<file path="src/rtl/spike_rate_decoder_pkg.sv">
// Shared definitions for the spike rate decoder.
// Holds the FSM state encoding and the class/frequency/threshold constants
// that mirror the LFSR spike encoder's probability bands.
package spike_rate_decoder_pkg;

  typedef enum logic [1:0] {
    ST_IDLE  = 2'd0,
    ST_COUNT = 2'd1,
    ST_DONE  = 2'd2
  } state_t;

  // Probability classes: spike probability is 2^-class.
  localparam logic [3:0] CLASS_NONE = 4'd0;
  localparam logic [3:0] CLASS_5    = 4'd5;
  localparam logic [3:0] CLASS_6    = 4'd6;
  localparam logic [3:0] CLASS_7    = 4'd7;
  localparam logic [3:0] CLASS_8    = 4'd8;

  // rf_freq_buffer band midpoints for each class.
  localparam logic [7:0] FREQ_NONE = 8'd0;
  localparam logic [7:0] FREQ_5    = 8'd36;
  localparam logic [7:0] FREQ_6    = 8'd72;
  localparam logic [7:0] FREQ_7    = 8'd144;
  localparam logic [7:0] FREQ_8    = 8'd224;

  // Band edges sit at 3/2^k: compare c*2^k against 3*N.
  localparam int THRESH_MULT = 3;
  localparam int SHIFT_OVR   = 6;
  localparam int SHIFT_C5    = 7;
  localparam int SHIFT_C6    = 8;
  localparam int SHIFT_C7    = 9;

endpackage

</file>
<file path="src/rtl/spike_rate_decoder_rate_classifier.sv">
// Combinational rate classifier.
// Maps a spike count c over a window of N timesteps onto the encoder's
// probability class and a representative 8-bit frequency code.
// Ports:
//   count      in  CNT_W  spikes seen in the window
//   n_len      in  LEN_W  window length N
//   prob_class out 4      0, 5, 6, 7 or 8
//   freq_code  out 8      band midpoint for the class
//   overrange  out 1      rate above the class-5 band
module rate_classifier
  import spike_rate_decoder_pkg::*;
#(
  parameter int LEN_W = 16,
  parameter int CNT_W = 16
) (
  input  logic [CNT_W-1:0] count,
  input  logic [LEN_W-1:0] n_len,
  output logic [3:0]       prob_class,
  output logic [7:0]       freq_code,
  output logic             overrange
);

  // Common width large enough for both c*512 and 3*N, so no product truncates.
  localparam int PW = ((CNT_W + 9) > (LEN_W + 2)) ? (CNT_W + 9) : (LEN_W + 2);

  logic [PW-1:0] c_ext;
  logic [PW-1:0] n3;

  assign c_ext = PW'(count);
  assign n3    = PW'(n_len) * PW'(THRESH_MULT);

  always_comb begin
    prob_class = CLASS_NONE;
    freq_code  = FREQ_NONE;
    overrange  = 1'b0;
    if (count == '0) begin
      prob_class = CLASS_NONE;
    end else if ((c_ext << SHIFT_OVR) >= n3) begin
      overrange = 1'b1;
    end else if ((c_ext << SHIFT_C5) >= n3) begin
      prob_class = CLASS_5;
      freq_code  = FREQ_5;
    end else if ((c_ext << SHIFT_C6) >= n3) begin
      prob_class = CLASS_6;
      freq_code  = FREQ_6;
    end else if ((c_ext << SHIFT_C7) >= n3) begin
      prob_class = CLASS_7;
      freq_code  = FREQ_7;
    end else begin
      prob_class = CLASS_8;
      freq_code  = FREQ_8;
    end
  end

endmodule

</file>
<file path="src/rtl/spike_rate_decoder.sv">
// Spike rate decoder: inverse of the LFSR spike encoder.
// Counts spikes on one line over a window of N timesteps and reports the
// decoded probability class and frequency code through a valid/ready handshake.
// Ports:
//   clk, rst      clock, asynchronous active-high reset
//   window_start  begin a measurement (only honoured in IDLE)
//   window_len    window length N, sampled with an accepted start
//   spike_strobe  timestep tick; spike_in counted only on a tick
//   spike_in      spike line
//   busy          high while counting
//   result_valid  result fields valid, held until result_ready
//   result_ready  consumer accepts the result
//   spike_count, prob_class, freq_code, overrange  last result
module spike_rate_decoder
  import spike_rate_decoder_pkg::*;
#(
  parameter int LEN_W = 16,
  parameter int CNT_W = 16
) (
  input  logic             clk,
  input  logic             rst,
  input  logic             window_start,
  input  logic [LEN_W-1:0] window_len,
  input  logic             spike_strobe,
  input  logic             spike_in,
  output logic             busy,
  output logic             result_valid,
  input  logic             result_ready,
  output logic [CNT_W-1:0] spike_count,
  output logic [3:0]       prob_class,
  output logic [7:0]       freq_code,
  output logic             overrange
);

  state_t           state;
  logic [LEN_W-1:0] n_len_q;
  logic [LEN_W-1:0] ts_q;
  logic [CNT_W-1:0] cnt_q;

  logic [CNT_W-1:0] cnt_next;
  logic             last_strobe;
  logic [3:0]       cls_next;
  logic [7:0]       freq_next;
  logic             ovr_next;

  function automatic logic [CNT_W-1:0] sat_inc(input logic [CNT_W-1:0] v);
    return (&v) ? v : v + CNT_W'(1);
  endfunction

  assign cnt_next    = spike_in ? sat_inc(cnt_q) : cnt_q;
  // N >= 1 whenever COUNT is entered, so n_len_q - 1 never underflows here.
  assign last_strobe = spike_strobe && (ts_q == n_len_q - LEN_W'(1));

  // Classify the count including the final strobe's spike, so the result
  // can be registered on the same edge that enters DONE.
  rate_classifier #(
    .LEN_W (LEN_W),
    .CNT_W (CNT_W)
  ) u_classifier (
    .count      (cnt_next),
    .n_len      (n_len_q),
    .prob_class (cls_next),
    .freq_code  (freq_next),
    .overrange  (ovr_next)
  );

  always_ff @(posedge clk or posedge rst) begin
    if (rst) begin
      state        <= ST_IDLE;
      n_len_q      <= '0;
      ts_q         <= '0;
      cnt_q        <= '0;
      busy         <= 1'b0;
      result_valid <= 1'b0;
      spike_count  <= '0;
      prob_class   <= CLASS_NONE;
      freq_code    <= FREQ_NONE;
      overrange    <= 1'b0;
    end else begin
      case (state)
        ST_IDLE: begin
          if (window_start) begin
            n_len_q <= window_len;
            ts_q    <= '0;
            cnt_q   <= '0;
            if (window_len == '0) begin
              // Empty window: report a zero result straight away.
              state        <= ST_DONE;
              result_valid <= 1'b1;
              spike_count  <= '0;
              prob_class   <= CLASS_NONE;
              freq_code    <= FREQ_NONE;
              overrange    <= 1'b0;
            end else begin
              state <= ST_COUNT;
              busy  <= 1'b1;
            end
          end
        end
        ST_COUNT: begin
          if (spike_strobe) begin
            ts_q  <= ts_q + LEN_W'(1);
            cnt_q <= cnt_next;
            if (last_strobe) begin
              state        <= ST_DONE;
              busy         <= 1'b0;
              result_valid <= 1'b1;
              spike_count  <= cnt_next;
              prob_class   <= cls_next;
              freq_code    <= freq_next;
              overrange    <= ovr_next;
            end
          end
        end
        ST_DONE: begin
          if (result_ready) begin
            state        <= ST_IDLE;
            result_valid <= 1'b0;
          end
        end
        default: begin
          state        <= ST_IDLE;
          busy         <= 1'b0;
          result_valid <= 1'b0;
        end
      endcase
    end
  end

endmodule

</file>
<file path="config.mk">
export PLATFORM = sky130hd
export DESIGN_NAME = spike_rate_decoder
export DESIGN_NICKNAME = d
export VERILOG_FILES = /design/src/rtl/spike_rate_decoder_pkg.sv /design/src/rtl/spike_rate_decoder_rate_classifier.sv /design/src/rtl/spike_rate_decoder.sv
export SDC_FILE = /design/constraint.sdc
export NUM_CORES = 1
export LEC_CHECK = 0
export BUFFER_PORTS_ARGS = -buffer_cell sky130_fd_sc_hd__buf_2
export CORE_UTILIZATION = 50
export DETAILED_ROUTE_END_ITERATION = 10
export PLACE_DENSITY = 0.74
export SLEW_MARGIN = 20
export SYNTH_ARGS = -nofsm -noshare
export SYNTH_HDL_FRONTEND = slang
export SYNTH_SLANG_ARGS = --single-unit
</file>
<file path="constraint.sdc">
create_clock -name clk -period 11.95 [get_ports clk]
set_input_delay 1.195 -clock clk [delete_from_list [all_inputs] [get_ports clk]]
set_output_delay 1.195 -clock clk [all_outputs]
set_load 0.05 [all_outputs]
</file>
==> flow_metrics.py, run 1 <==
metrics = {
    "global_routing": {
        "use_met1_pct": 32.5,
        "grt_pass1_wl_mm": 25.6,
        "grt_pass1_vias": 5156,
        "grtUsageMet2_pct": 43.6,
        "grt_busiest_layer": "met2",
        "grt.total_usage_pct": 25.2,
        "antenna_found_initial": 0,
        "grtUsageMet3_pct": 3.07,
        "grt_max_degree": 80,
        "overflow": 0,
    },
    "route": {
        "drtIter0Drc": 342,
        "viasPerCell": 5.81,
        "antenna_left": 0,
        "dr.pass1.iters": 5,
        "routed_wl_mm": 15.6,
        "via_count": 5282,
        "post-route-drc-count": 0,
        "wl_per_cell_um": 17.1,
    },
    "clock_network": {
        "cts_buffer_depth": 2,
        "cts_setup_buffers": 0,
        "cts_root_buffer": "clkbuf_16",
        "cts_buffers": 9,
        "clock_latency_ns": 0.35,
        "holdBufCountCts": 0,
        "clock_sinks": 79,
        "ctsResizeCount": 0,
        "htree_levels": 3,
        "cts_tree": "built",
        "clk_pin_slew_ns": 0.07,
    },
    "yosys": {
        "ys_seq_elements": 79,
        "yosys_warnings": 0,
        "synth_edf_count": 0,
        "synth.distinct_cells": 75,
        "ys_seq_area_share_pct": 31.3,
        "synth.avg_cell_area_um2": 9.07,
        "syn-cell-area_um2": 6320,
        "synth_cells": 697,
        "synth_ff_type": "dfrtp_1",
        "async_flop_share_pct": 100,
    },
    "placed_design": {
        "io_buffers": 50,
        "postPlaceCellArea_um2": 6710,
        "hpwl_mm": 12.0,
        "gp_congestion": 0.895,
    },
    "finish": {
        "final_cell_area_um2": 7030,
        "final_cell_mix": "dfrtp_1 (79), nand2_1 (74), ha_1 (72), buf_2 (50), nor2_1 (47)",
        "final_common_cell": "dfrtp_1",
        "nFillCells": 1091,
        "drive_gt1_share_pct": 13.8,
        "num_antenna_cells": 0,
        "areaGrowthSynthToFinish_pct": 11.1,
        "final_net_count": 831,
    },
    "sta": {
        "setup_viol": 0,
        "tns_ns": 0,
        "rsz0062_at_grt": "false",
        "fmax_mhz": 202,
        "holdWs_ns": 0.474,
        "tightest_slew_ns": 0.758,
        "post-route-period-util_pct": 41.4,
        "slew_viol_final": 0,
        "period_needed_ns": 4.94,
        "slew_headroom_pct": 49.3,
        "skew_ns": 0.0128,
        "hold_viol": 0,
    },
    "worst_setup_path": {
        "r2r_end": "prob_class[2]$_DFFE_PP0P_",
        "cp_data_required_time_ns": 12.19,
        "crit_type": "reg2reg",
        "r2r_slack_ns": 7.01,
        "critical_path_arrival_ns": 5.18,
        "rr_worst_depth": 19,
        "worstReg2RegStart": "n_len_q[0]$_DFFE_PP0P_",
        "crit_fanout": 7,
        "start_kind": "flip-flop",
        "critPathSlowestCell": "dfrtp_1",
        "path_cells": "ha_1 -> fa_1 -> a21oi_1 -> o211ai_1 -> a41oi_1 -> nor2b_1 -> o21a_1 -> nor2_1 -> xor2_1 -> ha_1 -> a21o_1 -> a21o_1 -> a21oi_1 -> o21ai_0 -> a21o_1 -> a21oi_1 -> nand3_2 -> nand4bb_1 -> a221o_1",
        "crit_path_end_kind": "flip-flop",
        "slowest_delay_ns": 0.45,
    },
    "power": {
        "clkPwrFrac_pct": 16.6,
        "p_sw_share_pct": 48.4,
        "p_sw_uw": 850,
        "power_mw": 1.76,
        "ir_drop_v": 0.000119,
        "comb_power_share_pct": 62.5,
        "p_int_uw": 906,
        "leakage_nw": 3.50,
        "p_seq_share_pct": 20.9,
        "power.density_nw_per_um2": 250,
    },
    "die": {
        "core_region_area_um2": 12200,
        "die_w_um": 114,
        "die_area_um2": 13100,
        "start_util_pct": 52.0,
        "placementRows": 40,
        "io_pins": 53,
        "dieHeight_um": 114,
    },
    "min_path": {
        "whs_endpoint": "result_valid$_DFFE_PP0P_",
        "hold_depth": 2,
        "hp-start": "result_valid$_DFFE_PP0P_",
        "hold_class": "reg2reg",
    },
    "job": {
        "max_cap_viol_count": 0,
    },
    "status": {
        "status": "complete, no violations",
    },
}
[worst max-delay path by stage]
stage / from / end / cells past startpoint
after floorplan: n_len_q[0]$_DFFE_PP0P_ / prob_class[2]$_DFFE_PP0P_ / 19
after global placement: n_len_q[0]$_DFFE_PP0P_ / prob_class[2]$_DFFE_PP0P_ / 19
after detailed placement: n_len_q[0]$_DFFE_PP0P_ / prob_class[2]$_DFFE_PP0P_ / 19
after CTS: n_len_q[0]$_DFFE_PP0P_ / prob_class[2]$_DFFE_PP0P_ / 19
after global routing: n_len_q[0]$_DFFE_PP0P_ / prob_class[2]$_DFFE_PP0P_ / 19
final: n_len_q[0]$_DFFE_PP0P_ / prob_class[2]$_DFFE_PP0P_ / 19
[cell usage after synthesis (all sizes together) (19+ instances only)]
cell type	number	area, um2
clkbuf	20	76.3
xor2	31	272
dfrtp	79	1980
inv	37	139
ha	72	901
nand3	22	115
a21oi	24	120
nor2	48	180
and3	19	124
nand2	75	282
o21ai	42	210
xnor2	29	292
[registers in the layout, summed over array words and instances (netlist names)]
signal,flops
overrange,1
prob_class,4
ts_q,16
cnt_q,16
busy,1
result_valid,1
state,2
n_len_q,16
spike_count,16
freq_code,6
[cell families (layout without fill, tap and decap cells)]
kind of cell | after synthesis | after routing | synth area share [%]
and+or+nand+nor | 245 | 245 | 19.8
buffers and inverters | 65 | 108 | 4.12
DFF | 79 | 79 | 31.3
AOI/OAI and AO/OA | 150 | 150 | 16.8
xor gates and xnor gates | 62 | 62 | 9.64
adders and majority gates | 76 | 76 | 15.0
other | 1 | 2 | 0.0593
muxes | 19 | 19 | 3.21
[layout make-up]
| class | instances | area [um2] | area share (%) |
|---|---|---|---|
| Clock inverter | 7 | 88.8 | 1.26 |
| Timing Repair Buffer | 55 | 292 | 4.15 |
| Tap cell | 168 | 210 | 2.99 |
| Sequential cell | 79 | 1980 | 28.1 |
| Inverter | 37 | 140 | 1.99 |
| Multi-Input combinational cell | 554 | 4090 | 58.3 |
| Clock buffer | 9 | 225 | 3.21 |
[power by group through the flow]
stage	clock network, mW	registers [mW]	logic, mW
final	0.292	0.367	1.10
after detailed placement	0	0.371	1.08
after floorplan	0	0.361	0.842
after global placement	0	0.368	1.04
after global routing	0.306	0.376	1.23
after CTS	0.296	0.366	1.09
[stage by stage]
| stage | utilization (%) | std cells | setup WS [ns] |
|---|---|---|---|
| detailed placement | 55.1 | 893 | 7.12 |
| global route | 57.8 | 909 | 6.69 |
| global placement | 55.1 | 893 | 7.27 |
| CTS | 57.7 | 909 | 7.08 |
| finish | 57.8 | 909 | 7.01 |
| floorplan | - | 698 | 7.61 |
[metal layers]
| layer | part of all wire, % | wire length, um |
|---|---|---|
| met1 | 46 | 7160 |
| met2 | 49 | 7670 |
| met3 | 3.3 | 511 |
| met4 | 1.5 | 234 |
| met5 | 0 | 0 |
[worst max-delay path: cells and delay by family, from the launching register on]
| family | cells | cell delay, ns |
|---|---|---|
| AO/OA/AOI/OAI | 11 | 2.41 |
| adder cells (fa/ha/maj) | 3 | 1.01 |
| AND/OR/NAND/NOR | 4 | 0.61 |
| flip-flops | 1 | 0.45 |
| XOR/XNOR | 1 | 0.35 |
Power figures use the tool's default switching activity.
==> run 2: changes to the inputs <==
Clock period 11.95 ns to 5.1 ns, I/O delays scaled along.
==> run 2 against run 1 <==
Combinational power rose by 140%. Worst hold slack got worse by 0.14 ns. Global-route usage rose by 0.65 points. Cell count rose by 0.22%. Sequential power rose by 130%. Cell area rose by 0.39%. Register-to-register slack got worse by 6.6 ns. Fmax rose by 4.9%. Largest power group unchanged.
==> flow_metrics.py, run 2 (same netlist as run 1, synthesis figures left out) <==
metrics = {
    "status": {
        "status": "complete, no violations",
    },
    "sta": {
        "skew_ns": 0.00526,
        "post-route-period-util_pct": 92.4,
        "hold_viol": 0,
        "setup_viol": 0,
        "slew_viol_final": 0,
        "tns_ns": 0,
        "period_needed_ns": 4.71,
        "fin_ws_ns": 0.387,
        "rsz0062_at_grt": "false",
        "slew_headroom_pct": 48.2,
        "fmax_mhz": 212,
        "tightest_slew_ns": 0.771,
    },
    "die": {
        "placementRows": 40,
        "die_w_um": 114,
        "core_region_area_um2": 12200,
        "die_area_um2": 13100,
        "io_pins": 53,
        "dieHeight_um": 114,
        "start_util_pct": 52.0,
    },
    "worst_setup_path": {
        "cp_data_required_time_ns": 5.34,
        "critical_path_arrival_ns": 4.95,
        "cp_top_family": "compound AO/OA/AOI/OAI gates",
        "start_kind": "flip-flop",
        "slowest_delay_ns": 0.44,
        "crit_path_end_kind": "flip-flop",
        "cp_num_buf_inv": 0,
        "path_cells": "ha_1 -> fa_1 -> a21oi_1 -> o211ai_1 -> a41oi_2 -> nor2b_1 -> o21a_1 -> nor2_1 -> xor2_2 -> ha_1 -> a21o_1 -> a21o_1 -> a21oi_1 -> o21ai_0 -> a21o_1 -> a21oi_1 -> nand3_2 -> nand4bb_1 -> a221o_1",
        "crit_type": "reg2reg",
        "crit_fanout": 7,
        "critPathSlowestCell": "dfrtp_1",
    },
    "global_routing": {
        "grt_pass1_wl_mm": 26.0,
        "grt_max_degree": 80,
        "grt.total_usage_pct": 25.8,
        "antenna_found_initial": 0,
        "grt_pass1_vias": 5303,
        "overflow": 0,
    },
    "power": {
        "p_sw_mw": 2.00,
        "ir_drop_v": 0.000272,
        "power_mw": 4.15,
        "power.density_nw_per_um2": 589,
        "clkPwrFrac_pct": 16.0,
        "p_seq_share_pct": 20.7,
        "p_sw_share_pct": 48.3,
        "leakage_nw": 3.52,
        "comb_power_share_pct": 63.2,
        "p_int_mw": 2.15,
    },
    "finish": {
        "areaGrowthSynthToFinish_pct": 11.6,
        "final_util_pct": 58.0,
        "final_cell_mix": "dfrtp_1 (79), nand2_1 (75), ha_1 (72), buf_2 (50), nor2_1 (47)",
        "drive_gt1_share_pct": 14.3,
        "final_net_count": 833,
        "num_antenna_cells": 0,
        "final_common_cell": "dfrtp_1",
    },
    "clock_network": {
        "cts_buffer_depth": 2,
        "htree_levels": 3,
        "clock_latency_ns": 0.35,
        "cts_buffers": 9,
        "holdBufCountCts": 0,
        "cts_setup_buffers": 0,
        "cts_root_buffer": "clkbuf_16",
        "cts_tree": "built",
        "clk_pin_slew_ns": 0.06,
        "clock_sinks": 79,
    },
    "route": {
        "dr.pass1.iters": 5,
        "via_count": 5358,
        "post-route-drc-count": 0,
        "antenna_left": 0,
        "wl_per_cell_um": 17.2,
        "viasPerCell": 5.88,
        "routed_wl_mm": 15.6,
        "drtIter0Drc": 384,
    },
    "job": {
        "max_cap_viol_count": 0,
    },
    "placed_design": {
        "io_buffers": 50,
        "gp_congestion": 0.922,
        "hpwl_mm": 12.1,
        "pre_cts_slack_ns": 0.285,
    },
    "min_path": {
        "hold_class": "in2async",
    },
}
-- run 2: path summary, 6_finish.rpt --
check	to	slack [ns]	cells after the start	start
worst max-delay path	prob_class[2]$_DFFE_PP0P_	0.39	19	n_len_q[0]$_DFFE_PP0P_
worst min-delay path	state[0]$_DFFE_PP0P_	0.34	3	rst
worst max register to register	prob_class[2]$_DFFE_PP0P_	0.39	19	n_len_q[0]$_DFFE_PP0P_
worst min register to register	result_valid$_DFFE_PP0P_	0.48	2	result_valid$_DFFE_PP0P_
max in group asynchronous	spike_count[5]$_DFFE_PP0P_	4.27	3	rst
min in group clk	n_len_q[12]$_DFFE_PP0P_	0.38	3	window_len[12]
-- run 2: tightest hold or removal path, cell delays in order --
cell and delay (ns):
buf_2 0.10, clkinv_2 0.04, buf_6 0.54
-- run 2: repair_timing --
action                                  CTS  global route
endpoints found under the hold margin     0             0
endpoints found under the setup margin    0             6
gates resized for setup                   0             3
-- run 2: layer usage --
| metal | part of all wire (%) | vias to the layer above | wire length [um] | GRT usage [%] |
|---|---|---|---|---|
| li1 | - | 2599 | - | - |
| met2 | 49 | 117 | 7620 | 43.4 |
| met1 | 46 | 2614 | 7140 | 32.8 |
| met4 | 2.6 | 0 | 409 | 12.0 |
| met5 | 0 | - | 0 | 0 |
| met3 | 3.1 | 28 | 479 | 3.76 |
-- run 2: power groups by stage --
stage	sequential (mW)	combinational, mW	clock, mW
after global routing	0.880	2.94	0.713
after global placement	0.863	2.46	0
after detailed placement	0.871	2.55	0
after floorplan	0.845	1.97	0
after CTS	0.861	2.57	0.681
final	0.861	2.63	0.666
-- run 2: final cells by class --
cell class / instances / area, um2
flip-flops and latches: 79 / 1980
fillers: 1091 / 5110
well taps: 168 / 210
clock buffers: 9 / 225
repair buffers: 57 / 307
clock inverters: 7 / 81.3
multi-input cells: 554 / 4110
inverters: 37 / 140
-- run 2: stage by stage --
step           instances  hold WS, ns  instance area [um2]
2_1_floorplan        698        0.505                 6320
3_3_place_gp         895        0.456                 6720
3_5_place_dp         895        0.464                 6720
4_1_cts              911        0.369                 7030
5_1_grt              911        0.401                 7050
6_report             911        0.336                 7050
